`config.mk`:
```
export PLATFORM = sky130hd
export DESIGN_NAME = can_bit_destuffer
export DESIGN_NICKNAME = d
export VERILOG_FILES = /design/src/rtl/can_bit_destuffer_pkg.sv /design/src/rtl/can_bit_destuffer.sv
export SDC_FILE = /design/constraint.sdc
export NUM_CORES = 1
export LEC_CHECK = 0
export ABC_AREA = 1
export BUFFER_PORTS_ARGS = -buffer_cell sky130_fd_sc_hd__buf_2
export CORE_MARGIN = 2
export CORE_UTILIZATION = 54
export DETAILED_ROUTE_END_ITERATION = 10
export PLACE_DENSITY = 0.88
export SYNTH_ARGS = -nofsm -noshare
export SYNTH_HDL_FRONTEND = slang
export SYNTH_SLANG_ARGS = --single-unit
```
`constraint.sdc`:
```
create_clock -name clk -period 2 [get_ports clk]
set_input_delay 0.4 -clock clk [delete_from_list [all_inputs] [get_ports clk]]
set_output_delay 0.4 -clock clk [all_outputs]
set_load 0.02 [all_outputs]
```
`src/rtl/can_bit_destuffer_pkg.sv`:
```
// Shared constants and state encoding for the CAN receive-side bit destuffer.
package can_bit_destuffer_pkg;

  localparam int unsigned CAN_STUFF_LEN = 5;
  localparam int unsigned CAN_IDLE_BITS = 11;

  typedef logic [1:0] destuff_state_e;

  localparam destuff_state_e DS_INTEGRATE = 2'd0;
  localparam destuff_state_e DS_BUS_IDLE  = 2'd1;
  localparam destuff_state_e DS_FRAME     = 2'd2;

  localparam logic [2:0] RUN_MAX = 3'd7;

  // Equal bit extends the run (saturating); a different bit starts a new run of one.
  function automatic logic [2:0] next_run(input logic [2:0] run, input logic same);
    if (!same) begin
      return 3'd1;
    end
    return (run == RUN_MAX) ? RUN_MAX : run + 3'd1;
  endfunction

endpackage

```
`src/rtl/can_bit_destuffer.sv`:
```
// CAN bit destuffer: bus integration, SOF detection, stuff-bit removal and
// stuff-error detection between the bit timing and the frame receiver.
module can_bit_destuffer
  import can_bit_destuffer_pkg::*;
#(
  parameter int unsigned STUFF_LEN = CAN_STUFF_LEN,
  parameter int unsigned IDLE_BITS = CAN_IDLE_BITS
) (
  input  logic       clk,
  input  logic       rst,
  input  logic       reset_mode,
  input  logic       sample_point,
  input  logic       sampled_bit,
  input  logic       destuff_en,
  input  logic       error_clear,
  output logic       rx_bit,
  output logic       rx_bit_valid,
  output logic       remove_stuff_bit,
  output logic       stuff_error,
  output logic       stuff_error_sticky,
  output logic       sof_detect,
  output logic       bus_idle,
  output logic [2:0] run_cnt
);

  localparam int unsigned RecW = $clog2(IDLE_BITS + 1);
  localparam logic [RecW-1:0] IdleCnt = RecW'(IDLE_BITS);
  localparam logic [2:0] StuffCnt = 3'(STUFF_LEN);

  destuff_state_e  state_q, state_d;
  logic [RecW-1:0] rec_cnt_q, rec_cnt_d;
  logic [2:0]      run_cnt_q, run_cnt_d;
  logic            prev_bit_q, prev_bit_d;
  logic            rx_bit_q, rx_bit_d;
  logic            valid_q, valid_d;
  logic            remove_q, remove_d;
  logic            err_q, err_d;
  logic            sticky_q, sticky_d;
  logic            sof_q, sof_d;

  always_comb begin
    state_d    = state_q;
    rec_cnt_d  = rec_cnt_q;
    run_cnt_d  = run_cnt_q;
    prev_bit_d = prev_bit_q;
    rx_bit_d   = rx_bit_q;
    valid_d    = 1'b0;
    remove_d   = 1'b0;
    err_d      = 1'b0;
    sof_d      = 1'b0;

    if (reset_mode) begin
      state_d    = DS_INTEGRATE;
      rec_cnt_d  = '0;
      run_cnt_d  = '0;
      prev_bit_d = 1'b1;
      rx_bit_d   = 1'b1;
    end else if (sample_point) begin
      if (sampled_bit) begin
        rec_cnt_d = (rec_cnt_q == IdleCnt) ? rec_cnt_q : rec_cnt_q + RecW'(1);
      end else begin
        rec_cnt_d = '0;
      end

      case (state_q)
        DS_INTEGRATE: begin
          if (rec_cnt_d == IdleCnt) begin
            state_d = DS_BUS_IDLE;
          end
        end
        DS_BUS_IDLE: begin
          if (!sampled_bit) begin
            sof_d      = 1'b1;
            valid_d    = 1'b1;
            rx_bit_d   = 1'b0;
            run_cnt_d  = 3'd1;
            prev_bit_d = 1'b0;
            state_d    = DS_FRAME;
          end
        end
        DS_FRAME: begin
          if (destuff_en && run_cnt_q >= StuffCnt) begin
            if (sampled_bit != prev_bit_q) begin
              // Stuff bit opens the next run.
              remove_d   = 1'b1;
              run_cnt_d  = 3'd1;
              prev_bit_d = sampled_bit;
            end else begin
              err_d   = 1'b1;
              state_d = DS_INTEGRATE;
            end
          end else begin
            valid_d    = 1'b1;
            rx_bit_d   = sampled_bit;
            run_cnt_d  = next_run(run_cnt_q, sampled_bit == prev_bit_q);
            prev_bit_d = sampled_bit;
            if (!destuff_en && rec_cnt_d == IdleCnt) begin
              state_d = DS_BUS_IDLE;
            end
          end
        end
        default: state_d = DS_INTEGRATE;
      endcase
    end
  end

  // A new error wins over a simultaneous clear.
  assign sticky_d = err_d | (sticky_q & ~error_clear);

  always_ff @(posedge clk or posedge rst) begin
    if (rst) begin
      state_q    <= DS_INTEGRATE;
      rec_cnt_q  <= '0;
      run_cnt_q  <= '0;
      prev_bit_q <= 1'b1;
      rx_bit_q   <= 1'b1;
      valid_q    <= 1'b0;
      remove_q   <= 1'b0;
      err_q      <= 1'b0;
      sticky_q   <= 1'b0;
      sof_q      <= 1'b0;
    end else begin
      state_q    <= state_d;
      rec_cnt_q  <= rec_cnt_d;
      run_cnt_q  <= run_cnt_d;
      prev_bit_q <= prev_bit_d;
      rx_bit_q   <= rx_bit_d;
      valid_q    <= valid_d;
      remove_q   <= remove_d;
      err_q      <= err_d;
      sticky_q   <= sticky_d;
      sof_q      <= sof_d;
    end
  end

  assign rx_bit             = rx_bit_q;
  assign rx_bit_valid       = valid_q;
  assign remove_stuff_bit   = remove_q;
  assign stuff_error        = err_q;
  assign stuff_error_sticky = sticky_q;
  assign sof_detect         = sof_q;
  assign bus_idle           = (state_q == DS_BUS_IDLE);
  assign run_cnt            = run_cnt_q;

endmodule

```
==> impl_metrics.ini <==
[die]
rows = 15
die_area_um2 = 2156
ios = 17
die_x_um = 46.43
die_h_um = 46.43
initial_utilization_pct = 56.92
coreArea_um2 = 1708

[power]
vdd_drop_max_uv = 571.4
powerDensity_nw_per_um2 = 1005
finalPower_mw = 1.114
p_leak_nw = 0.5973

[clock_tree]
hold_buffers = 0
clk_path_buf_depth = 2
cts-resized-gates = 0
clk-insertion-delay-late_ns = 0.29
cts-buffers-inserted = 3
cts_max_level = 1
clkTransAtPathRegs_ns = 0.10
cts_root_buf = clkbuf_4
cts.sinks = 16
tritoncts = built
post-cts-setup-buffers = 0

[yosys]
synth_edf_count = 0
yosys-top-cells-count = nand2_1, inv_1, dfrtp_1
yosys.area.top_type = dfrtp_1
syn-mean-instance-area_um2 = 8.102
netlist_instances = 120
ys.flop_type = dfrtp_1
synth.ff_latch_count = 16
seq_area_frac_synth_pct = 41.44
async_flop_share_pct = 100.0
synth_warnings = 0
syn-num-nets = 134
synth.distinct_cells = 23
synthesis.area_um2 = 972.2
synth_top_area_share_pct = 36.04
ys_top_cells_by_area = dfrtp_1, nand2_1, ha_1, inv_1, dfstp_2
synth.most_common_cell = nand2_1

[critical_path]
path_cells = inv_1 -> ha_1 -> inv_1 -> nor2_1 -> nand2_1 -> nand2_2 -> nor2_2 -> nand2_2 -> nand2_4 -> nand3_1 -> o21ai_0
r2r.worst_path.cells = 11
crit_type = reg2reg
start_kind = register
path_depth = 11
cp-end-kind = register
crit_path_top_delay_cell = dfrtp_1
crit_required_ns = 2.18
r2r_slack_ns = 0.38
cp_slowest_stage_delay_ns = 0.43
r2r-start = state_q[1]
cp_top_family = simple AND/OR/NAND/NOR gates
critPathLaunch = state_q[1]
crit_arrival_ns = 1.80
reg2reg_to = run_cnt[0]
cp_max_fo = 8
critPathBufInv = 2

[grt]
antenna_found_initial = 0
grt_max_degree = 17
grt_pass1_wl_um = 3146
grtUsageTotal_pct = 20.68
grt_pass1_vias = 736
gr-total-overflow = 0

[detailed_routing]
drtPass1Iterations = 4
vias_per_cell = 5.183
topRoutingLayerUsed = met4
drtIter0Drc = 29
wire_per_inst_um = 12.24
met1_length_um = 967
wl_met3_um = 84
vias = 850
drc_errors = 0
ant_nets = 0
route.met2.wl_um = 926
wl_um = 2008

[timing]
min_period_ns = 1.617
fmax_ghz = 0.6185
hold_slack_ns = 0.1557
rsz0062_at_grt = no
finalHoldViolations = 0
finalSetupViolations = 0
drv_slew = 0
worst_pin_slew_ns = 0.5988
fin_tns_setup_ns = 0
fin_skew_ns = 0.002314
min_period_over_period_pct = 80.84
relSlewSlack_pct = 60.04

[cells_and_area]
drive_gt1_share_pct = 22.30
postLayoutCellArea_um2 = 1109
num-nets-final = 154
fin_util_pct = 64.91
num_antenna_cells = 0
syn_to_final_growth_pct = 14.03

[status]
status = completed

[run]
maxCapViolCount = 0

[placed_design]
gp_congestion = 0.8620
dp_hpwl_um = 1494
place_area_um2 = 1072
numPortBuffers = 16

[min_path]
hold_class = in2async
how the worst max path moves through the flow:
stage,to
CTS,run_cnt[0]
floorplan,run_cnt[0]
detailed placement,state_q[1]
global placement,run_cnt[0]
global route,state_q[1]
finish,run_cnt[0]
logic make-up after synthesis:
family	Yosys count	synth area share, %
AOI/OAI and AO/OA	12	8.237
and+or+nand+nor	61	29.47
adders and majority gates	7	9.009
xor gates and xnor gates	2	2.575
buffers and inverters	22	9.266
DFF	16	41.44
layout by cell type, fill, tap and decap left out, drive strengths merged:
cell type | netlist | routed
nor3 | 3 | 3
nor2 | 12 | 12
nand2 | 30 | 30
xnor2 | 2 | 2
o21a | 1 | 1
ha | 7 | 7
or2 | 1 | 1
nand4 | 6 | 6
nand3 | 9 | 9
a21oi | 2 | 2
inv | 21 | 21
o21ai | 2 | 2
dfstp | 2 | 2
buf | 1 | 16
o32ai | 1 | 1
a22oi | 1 | 1
o22ai | 5 | 5
clkbuf | 0 | 4
dfrtp | 14 | 14
routing by layer:
layer  track usage (%)  up-vias
met5                 0        -
met4             6.857        0
met3             3.529        5
met2             31.94       23
met1             29.17      393
li1                  -      429
per-stage QoR:
step | worst slack [ns] | cells
after floorplan | 0.4522 | 120
after global placement | 0.4934 | 160
after detailed placement | 0.4481 | 160
after CTS | 0.3949 | 164
after global routing | 0.2354 | 164
final | 0.3833 | 164
cell type report:
class | count | area (um^2)
Timing Repair Buffer | 16 | 80.08
Sequential cell | 16 | 402.9
Multi-Input combinational cell | 82 | 479.2
Fill cell | 158 | 599.3
Tap cell | 25 | 31.28
Inverter | 21 | 78.83
Clock buffer | 4 | 36.28
report_power, final:
part / total, mW / switching [mW] / internal (mW)
combinational: 0.450 / 0.295 / 0.155
sequential: 0.444 / 0.0524 / 0.391
clock: 0.220 / 0.109 / 0.111
flip-flops by register name, indices dropped and copies added, names as in the netlist:
name and flops:
rx_bit_valid 1, stuff_error 1, stuff_error_sticky 1, remove_stuff_bit 1
rx_bit 1, prev_bit_q 1, state_q 2, run_cnt 3
sof_detect 1, rec_cnt_q 4
(Power assumes the default switching activity.)
